**src/rtl/dla_toggle_event_receiver.sv**
```systemverilog
// dla_toggle_event_receiver
//
// Destination-domain consumer of a toggle-encoded event crossing. Every
// transition of the synchronized toggle is one event. Events are buffered in
// a saturating pending counter and handed out one at a time over valid/ready.
// Each consumed event flips the acknowledge toggle that goes back to the source.
//
// Optional feature macro: DLA_TOGGLE_RX_OVERFLOW_EN adds a sticky o_overflow
// flag that is set when an event is dropped at a full counter.
//
// Parameters:
//   COUNT_WIDTH  pending counter width (1..16); holds up to 2^COUNT_WIDTH-1 events
//
// Ports:
//   clk           destination-domain clock
//   i_sclrn       synchronous active-low reset
//   i_toggle      synchronized event toggle
//   o_valid       at least one event pending
//   i_ready       consumer accepts one event while o_valid is high
//   o_pending     current pending-event count
//   o_ack_toggle  flips once per consumed event
//   o_overflow    sticky drop flag (only with DLA_TOGGLE_RX_OVERFLOW_EN)

module dla_toggle_event_receiver #(
  parameter int unsigned COUNT_WIDTH = 4
) (
  input  logic                   clk,
  input  logic                   i_sclrn,
  input  logic                   i_toggle,
  output logic                   o_valid,
  input  logic                   i_ready,
  output logic [COUNT_WIDTH-1:0] o_pending,
  output logic                   o_ack_toggle
`ifdef DLA_TOGGLE_RX_OVERFLOW_EN
  ,
  output logic                   o_overflow
`endif
);

  localparam logic [COUNT_WIDTH-1:0] CountMax = '1;
  localparam logic [COUNT_WIDTH-1:0] CountOne = COUNT_WIDTH'(1);

  logic                   toggle_q;
  logic [COUNT_WIDTH-1:0] count_q, count_d;
  logic                   ack_q, ack_d;
  logic                   evt;
  logic                   cons;
  logic                   at_max;
  logic                   drop;

  assign evt    = i_toggle ^ toggle_q;
  assign cons   = o_valid & i_ready;
  assign at_max = (count_q == CountMax);
  assign drop   = evt & ~cons & at_max;

  // Tracks the input even in reset so releasing reset never sees a phantom edge.
  always_ff @(posedge clk) begin
    toggle_q <= i_toggle;
  end

  always_comb begin
    count_d = count_q;
    ack_d   = ack_q;
    if (evt && !cons) begin
      if (!at_max) begin
        count_d = count_q + CountOne;
      end
    end else if (cons && !evt) begin
      count_d = count_q - CountOne;
    end
    if (cons) begin
      ack_d = ~ack_q;
    end
  end

  always_ff @(posedge clk) begin
    if (!i_sclrn) begin
      count_q <= '0;
      ack_q   <= 1'b0;
    end else begin
      count_q <= count_d;
      ack_q   <= ack_d;
    end
  end

  assign o_valid      = (count_q != '0);
  assign o_pending    = count_q;
  assign o_ack_toggle = ack_q;

`ifdef DLA_TOGGLE_RX_OVERFLOW_EN
  logic overflow_q;

  always_ff @(posedge clk) begin
    if (!i_sclrn) begin
      overflow_q <= 1'b0;
    end else if (drop) begin
      overflow_q <= 1'b1;
    end
  end

  assign o_overflow = overflow_q;
`else
  logic unused_drop;
  assign unused_drop = drop;
`endif

endmodule

```
**config.mk**
```make
export PLATFORM = sky130hd
export DESIGN_NAME = dla_toggle_event_receiver
export DESIGN_NICKNAME = d
export VERILOG_FILES = /design/src/rtl/dla_toggle_event_receiver.sv
export SDC_FILE = /design/constraint.sdc
export NUM_CORES = 1
export LEC_CHECK = 0
export CAP_MARGIN = 20
export CELL_PAD_IN_SITES_DETAIL_PLACEMENT = 1
export CELL_PAD_IN_SITES_GLOBAL_PLACEMENT = 1
export CORE_AREA = 8 8 45 47
export CTS_CLUSTER_DIAMETER = 40
export DETAILED_ROUTE_END_ITERATION = 8
export DIE_AREA = 0 0 53 55
export PLACE_DENSITY = 0.61
export RECOVER_POWER = 50
export SLEW_MARGIN = 10
export SYNTH_ARGS = -nofsm -noshare
export SYNTH_HDL_FRONTEND = slang
export SYNTH_SLANG_ARGS = --single-unit
```
**constraint.sdc**
```tcl
create_clock -name clk -period 2.66 [get_ports clk]
set_input_delay 0.266 -clock clk [delete_from_list [all_inputs] [get_ports clk]]
set_output_delay 0.266 -clock clk [all_outputs]
set_load 0.02 [all_outputs]
```
==> results of run 1 <==
## how the worst max path moves through the flow
stage | startpoint | endpoint | slack [ns] | cells past startpoint
6_report | o_pending[3]$_SDFFE_PN0P_ | o_pending[3]$_SDFFE_PN0P_ | 0.26 | 7
5_1_grt | o_pending[3]$_SDFFE_PN0P_ | o_pending[3]$_SDFFE_PN0P_ | 0.07 | 7
4_1_cts | o_pending[3]$_SDFFE_PN0P_ | o_pending[3]$_SDFFE_PN0P_ | 0.23 | 7
3_5_place_dp | i_toggle | o_pending[3]$_SDFFE_PN0P_ | 0.1 | 8
3_3_place_gp | i_toggle | o_pending[3]$_SDFFE_PN0P_ | 0.15 | 8
2_1_floorplan | o_pending[1]$_SDFFE_PN0P_ | o_pending[3]$_SDFFE_PN0P_ | 0.37 | 7
## stage by stage
step	worst slack [ns]	cell area (µm²)	hold WS, ns
global route	0.0697	513	0.613
CTS	0.233	518	0.527
floorplan	0.365	378	0.294
detailed placement	0.0977	495	0.573
global placement	0.146	495	0.550
finish	0.262	513	0.576
## critical path, cell delays in order (launching register included)
cell and delay (ns):
dfxtp_1 0.36, o41ai_4 0.48, nand2_1 0.19, ha_1 0.37, a21oi_1 0.24, nand2_1 0.10
or4_1 0.47, o311ai_1 0.08
## power breakdown
group | internal (mW) | switching (mW) | leakage, nW
Combinational | 0.156 | 0.166 | 0.157
Clock | 0.0511 | 0.0344 | 0.0138
Sequential | 0.119 | 0.0415 | 0.0498
Total | 0.326 | 0.242 | 0.220
## state kept, by name (all words and copies together), names as in the netlist
name          flops
o_ack_toggle      1
toggle_q          1
o_pending         4
## layout by cell type, fill, tap and decap left out
cell type,synthesis,final
buf_4,0,1
and2_1,1,1
o21ai_0,1,1
dlygate4sd3_1,0,4
ha_1,2,2
xnor2_1,1,1
dfxtp_1,6,6
nand4_1,1,1
a21oi_1,3,3
nor3_1,1,1
clkbuf_4,0,3
and3b_1,1,1
nor2_1,1,1
o41ai_4,1,1
xor2_1,2,2
and3_1,0,1
nor2_2,1,1
nand2b_1,1,1
nand3_1,1,1
nand2_1,7,7
mux2i_1,3,3
or4_1,2,2
fa_1,1,1
o311ai_1,1,1
clkdlybuf4s50_1,0,5
## cell type report
type | instances | area share (%)
multi-input cells | 33 | 49.3
repair buffers | 10 | 19.0
flip-flops and latches | 6 | 23.4
clock buffers | 3 | 4.39
well taps | 16 | 3.90
## kinds of logic (layout without fill, tap and decap cells)
| logic type | Yosys count | count (layout) |
|---|---|---|
| adder cells (fa/ha/maj) | 3 | 3 |
| flip-flops | 6 | 6 |
| XOR/XNOR | 3 | 3 |
| multiplexers | 3 | 3 |
| AND/OR/NAND/NOR | 18 | 18 |
| buffers and inverters | 0 | 13 |
| AO/OA/AOI/OAI | 6 | 6 |
## routing by layer
layer / GRT usage [%] / vias up / part of all wire, %
met5: 0 / - / 0
met4: 6.47 / 0 / 1.1
met3: 4.01 / 2 / 9.2
met2: 10.4 / 12 / 44
met1: 8.21 / 160 / 46
li1: - / 169 / -
==> flow_metrics.tcl, run 1 <==
set metrics [dict create \
    holdPathEnd "o_pending[2]$_SDFFE_PN0P_" \
    portBuffers 9 \
    r2r_slack_ns 0.26 \
    grt_max_degree 9 \
    route.vias.total 343 \
    grt_overflow 0 \
    relSlewSlack_pct 72.9 \
    skew_ns 0.00151 \
    r2r_cells 7 \
    ys_seq_elements 6 \
    drv_cap 0 \
    rr_startpoint "o_pending[3]$_SDFFE_PN0P_" \
    final_antenna_net_count 0 \
    fillerInstances 163 \
    ys.warnings.count 0 \
    final_max_slew_viol_count 0 \
    synth_top_family_by_area "simple AND/OR/NAND/NOR gates" \
    fmax_mhz 417 \
    synthMuxAreaShare_pct 7.95 \
    die_h_um 55 \
    yosysTopAreaCell "dfxtp_1" \
    clock_latency_ns 0.25 \
    ys_types 21 \
    syn_nets 46 \
    syn_area_per_cell_um2 9.69 \
    ys.flop_type "dfxtp_1" \
    start_util_pct 27.3 \
    yosys-top-cells-count "7 x nand2_1, 6 x dfxtp_1, 3 x a21oi_1, 3 x mux2i_1" \
    period_share_pct 90.2 \
    cts_tree "yes" \
    drc_errors 0 \
    worstSetupPathType "flip-flop to flip-flop" \
    gpl.final_weighted_congestion 0.736 \
    path_max_fanout 6 \
    min_path_type "flip-flop to flip-flop" \
    die-area_um2 2920 \
    synth_xor_area_share_pct 6.95 \
    cts_resized 0 \
    hold_buffers 0 \
    p_total_mw 0.568 \
    dr.pass1.iters 5 \
    status "complete, no violations" \
    nets 61 \
    die_w_um 53 \
    setup_viol_count_final 0 \
    whs_path_depth 2 \
    numClockSinks 6 \
    yosys.area_share.simple_pct 26.5 \
    synth_top_cell_area_share_pct 31.8 \
    async_flop_share_pct 0 \
    synth_edf_count 0 \
    dp.cells 65 \
    ios 10 \
    rows 14 \
    setup_tns_ns 0 \
    synth.top_cells.by_area "dfxtp_1 32%, mux2i_1 7.9%, o41ai_4 7.3%, nand2_1 7.0%, ha_1 6.6%" \
    critPathLaunchType "flip-flop" \
    r2r_end "o_pending[3]$_SDFFE_PN0P_" \
    period_needed_ns 2.40 \
    synth.most_common_cell "nand2_1" \
    postLayoutCoreUtil_pct 37.1 \
    drt-total-wl_um 934 \
    multi_input_area_um2 253 \
    core_um2 1380 \
    power.density_nw_per_um2 1110 \
    cts_root_buf "clkbuf_4" \
    drt-wirelength-per-cell_um 13.7 \
    p_leak_nw 0.220 \
    synthAdderAreaFrac_pct 11.9 \
    hpwl_um 718 \
    syn-cell-area_um2 378 \
    cts_buffers 3 \
    drt_iter0_drc 6 \
    rsz0062_at_grt "false" \
    cp-end-kind "flip-flop" \
    n_antenna_cell 0 \
    synth_seq_area_share_pct 31.8 \
    synth-compound-area-share_pct 14.9 \
    layoutNonFillerInstCount 68 \
    hp-start "o_pending[2]$_SDFFE_PN0P_" \
    antenna_found_initial 0 \
    drive_gt1_share_pct 11.5 \
    cp.arrival_ns 2.55 \
    viasPerCell 5.04 \
    tightest_slew_ns 0.406 \
    synthCells 39 \
    ir_drop_v 0.000494 \
    critPathRequiredTime_ns 2.81 \
    cts_buffer_depth 2 \
    cts_setup_buffers 0 \
    synthToLayoutAreaGrowth_pct 35.8 \
    finalHoldViolations 0 \
    htree_levels 1 \
    grt_pass1_vias 338 \
    seq_area_um2 120 \
    track_usage_pct 7.49 \
    clk_pin_slew_worst_paths_ns 0.05 \
    grt_pass1_wl_um 1520 \
]
Power figures use the tool's default switching activity.
==> run 2, diff against run 1 <==
--- a/config.mk
+++ b/config.mk
@@ -5,7 +5,7 @@
 export SDC_FILE = /design/constraint.sdc
 export NUM_CORES = 1
 export LEC_CHECK = 0
-export CAP_MARGIN = 20
+export CAP_MARGIN = 40
 export CELL_PAD_IN_SITES_DETAIL_PLACEMENT = 1
 export CELL_PAD_IN_SITES_GLOBAL_PLACEMENT = 1
 export CORE_AREA = 8 8 45 47
==> results of run 2 <==
Same layout as run 1: the final DEF is identical, and so are final timing and power.
==> run 3, diff against run 2 <==
--- a/config.mk
+++ b/config.mk
@@ -12,6 +12,7 @@
 export CTS_CLUSTER_DIAMETER = 40
 export DETAILED_ROUTE_END_ITERATION = 8
 export DIE_AREA = 0 0 53 55
+export GPL_TIMING_DRIVEN = 0
 export PLACE_DENSITY = 0.61
 export RECOVER_POWER = 50
 export SLEW_MARGIN = 10
==> run 3 against run 2 <==
Design area down 0.49%. Utilization down 0.18 points. Sequential power up 6%. Via count unchanged. Non-clock buffer count down 1. Worst hold slack worse by 0.0025 ns. Global-route usage up 1.0 points. Setup slack worse by 0.13 ns. Register-to-register slack worse by 0.13 ns. Clock skew up 0.0060 ns. Routed wire length up 5.1%. Critical path type unchanged. Highest routed layer unchanged.
==> flow_metrics.tcl, run 3 (synthesis results as in run 1) <==
set metrics [dict create \
    status "complete, no violations" \
    fin_ws_ns 0.128 \
    htree_levels 1 \
    hold_buffers 0 \
    hp-start "o_pending[2]$_SDFFE_PN0P_" \
    track_usage_pct 8.49 \
    rsz0062_at_grt "false" \
    clk_pin_slew_worst_paths_ns 0.05 \
    rows 14 \
    clock_latency_ns 0.25 \
    ios 10 \
    path_max_fanout 7 \
    gpl.final_weighted_congestion 0.748 \
    relSlewSlack_pct 71.0 \
    drt-total-wl_um 982 \
    drt_iter0_drc 1 \
    cp-end-kind "flip-flop" \
    drt-wirelength-per-cell_um 14.7 \
    multi_input_area_um2 258 \
    worstSetupPathType "flip-flop to flip-flop" \
    cts_root_buf "clkbuf_4" \
    cts_resized 0 \
    tightest_slew_ns 0.434 \
    die-area_um2 2920 \
    crit_family "compound AO/OA/AOI/OAI gates" \
    ir_drop_v 0.000508 \
    numClockSinks 6 \
    core_um2 1380 \
    period_share_pct 95.2 \
    dr.pass1.iters 3 \
    drc_errors 0 \
    layoutNonFillerInstCount 67 \
    critPathLaunchType "flip-flop" \
    slowest_delay_ns 0.54 \
    critPathBufInv 0 \
    dpl_worst_slack_ns 0.0231 \
    drive_gt1_share_pct 11.8 \
    stdcell_area_um2 510 \
    largest_reg_flops 4 \
    placed_area_um2 488 \
    r2r_slack_ns 0.13 \
    crit_chain "o41ai_4 -> nand2_1 -> ha_1 -> a21oi_1 -> nand2_1 -> or4_1 -> o311ai_1" \
    period_needed_ns 2.53 \
    nets 60 \
    grt_pass1_vias 391 \
    final_max_slew_viol_count 0 \
    cp.arrival_ns 2.68 \
    cts_buffers 3 \
    grt_pass1_wl_um 1780 \
    drv_cap 0 \
    viasPerCell 5.12 \
    n_antenna_cell 0 \
    setup_tns_ns 0 \
    seq_area_um2 120 \
    fillerInstances 166 \
    grt_max_degree 9 \
    antenna_found_initial 0 \
    portBuffers 9 \
    power.density_nw_per_um2 1120 \
    hpwl_um 802 \
    cts_buffer_depth 2 \
    fmax_mhz 395 \
    final_antenna_net_count 0 \
    die_w_um 53 \
    final_cell_mix "7 x nand2_1, 6 x clkdlybuf4s50_1, 6 x dfxtp_1" \
    p_total_mw 0.571 \
    start_util_pct 27.3 \
    skew_ns 0.00752 \
    route.vias.total 343 \
    critPathLaunch "o_pending[1]$_SDFFE_PN0P_" \
    dp.cells 64 \
    critPathRequiredTime_ns 2.81 \
    cts_tree "yes" \
    mostFrequentLayoutCell "nand2_1" \
    die_h_um 55 \
    finalHoldViolations 0 \
    p_leak_nw 0.212 \
    cts_setup_buffers 0 \
    min_path_type "flip-flop to flip-flop" \
    crit_slowest_cell "o41ai_4" \
    rr_startpoint "o_pending[1]$_SDFFE_PN0P_" \
    cpMostUsedCell "nand2_1" \
    synthToLayoutAreaGrowth_pct 35.1 \
    setup_viol_count_final 0 \
    grt_overflow 0 \
]
-- run 3: cell count changes in the layout (fill, tap and decap cells not counted), sizes merged --
cell and change:
buf -1, dlygate4sd3 -1, clkdlybuf4s50 +1
-- run 3: metal layers --
metal / vias up / global-route usage, % / wire length (µm)
li1: 167 / - / -
met4: 0 / 5.17 / 8
met3: 2 / 4.01 / 75
met5: - / 0 / 0
met1: 164 / 8.41 / 433
met2: 10 / 14.3 / 464
-- run 3: metrics by stage --
stage	utilization [%]	hold WS, ns
CTS	36.9	0.506
floorplan	-	0.294
finish	36.9	0.574
detailed placement	35.3	0.576
global route	36.9	0.612
global placement	35.3	0.549
-- run 3: path summary, 6_finish.rpt --
| path | to | cells after the start |
|---|---|---|
| setup / recovery | o_pending[3]$_SDFFE_PN0P_ | 7 |
| hold / removal | o_pending[2]$_SDFFE_PN0P_ | 2 |
| hold reg to reg | o_pending[2]$_SDFFE_PN0P_ | 2 |
| setup reg to reg | o_pending[3]$_SDFFE_PN0P_ | 7 |
-- run 3: layout make-up --
type	count	share of cell area, %
Multi-Input combinational cell	33	50.5
Clock buffer	3	4.41
Sequential cell	6	23.5
Timing Repair Buffer	9	17.6
Tap cell	16	3.92
-- run 3: where the power goes --
group	internal [mW]	total [mW]	leakage, nW	switching [mW]
Combinational	0.154	0.315	0.149	0.161
Clock	0.0511	0.0849	0.0138	0.0338
Sequential	0.119	0.171	0.0498	0.0521
-- run 3: worst register-to-register path, cell delays in order, from the launching register on --
cell and delay (ns):
dfxtp_1 0.40, o41ai_4 0.54, nand2_1 0.21, ha_1 0.38, a21oi_1 0.24, nand2_1 0.11, or4_1 0.47, o311ai_1 0.09
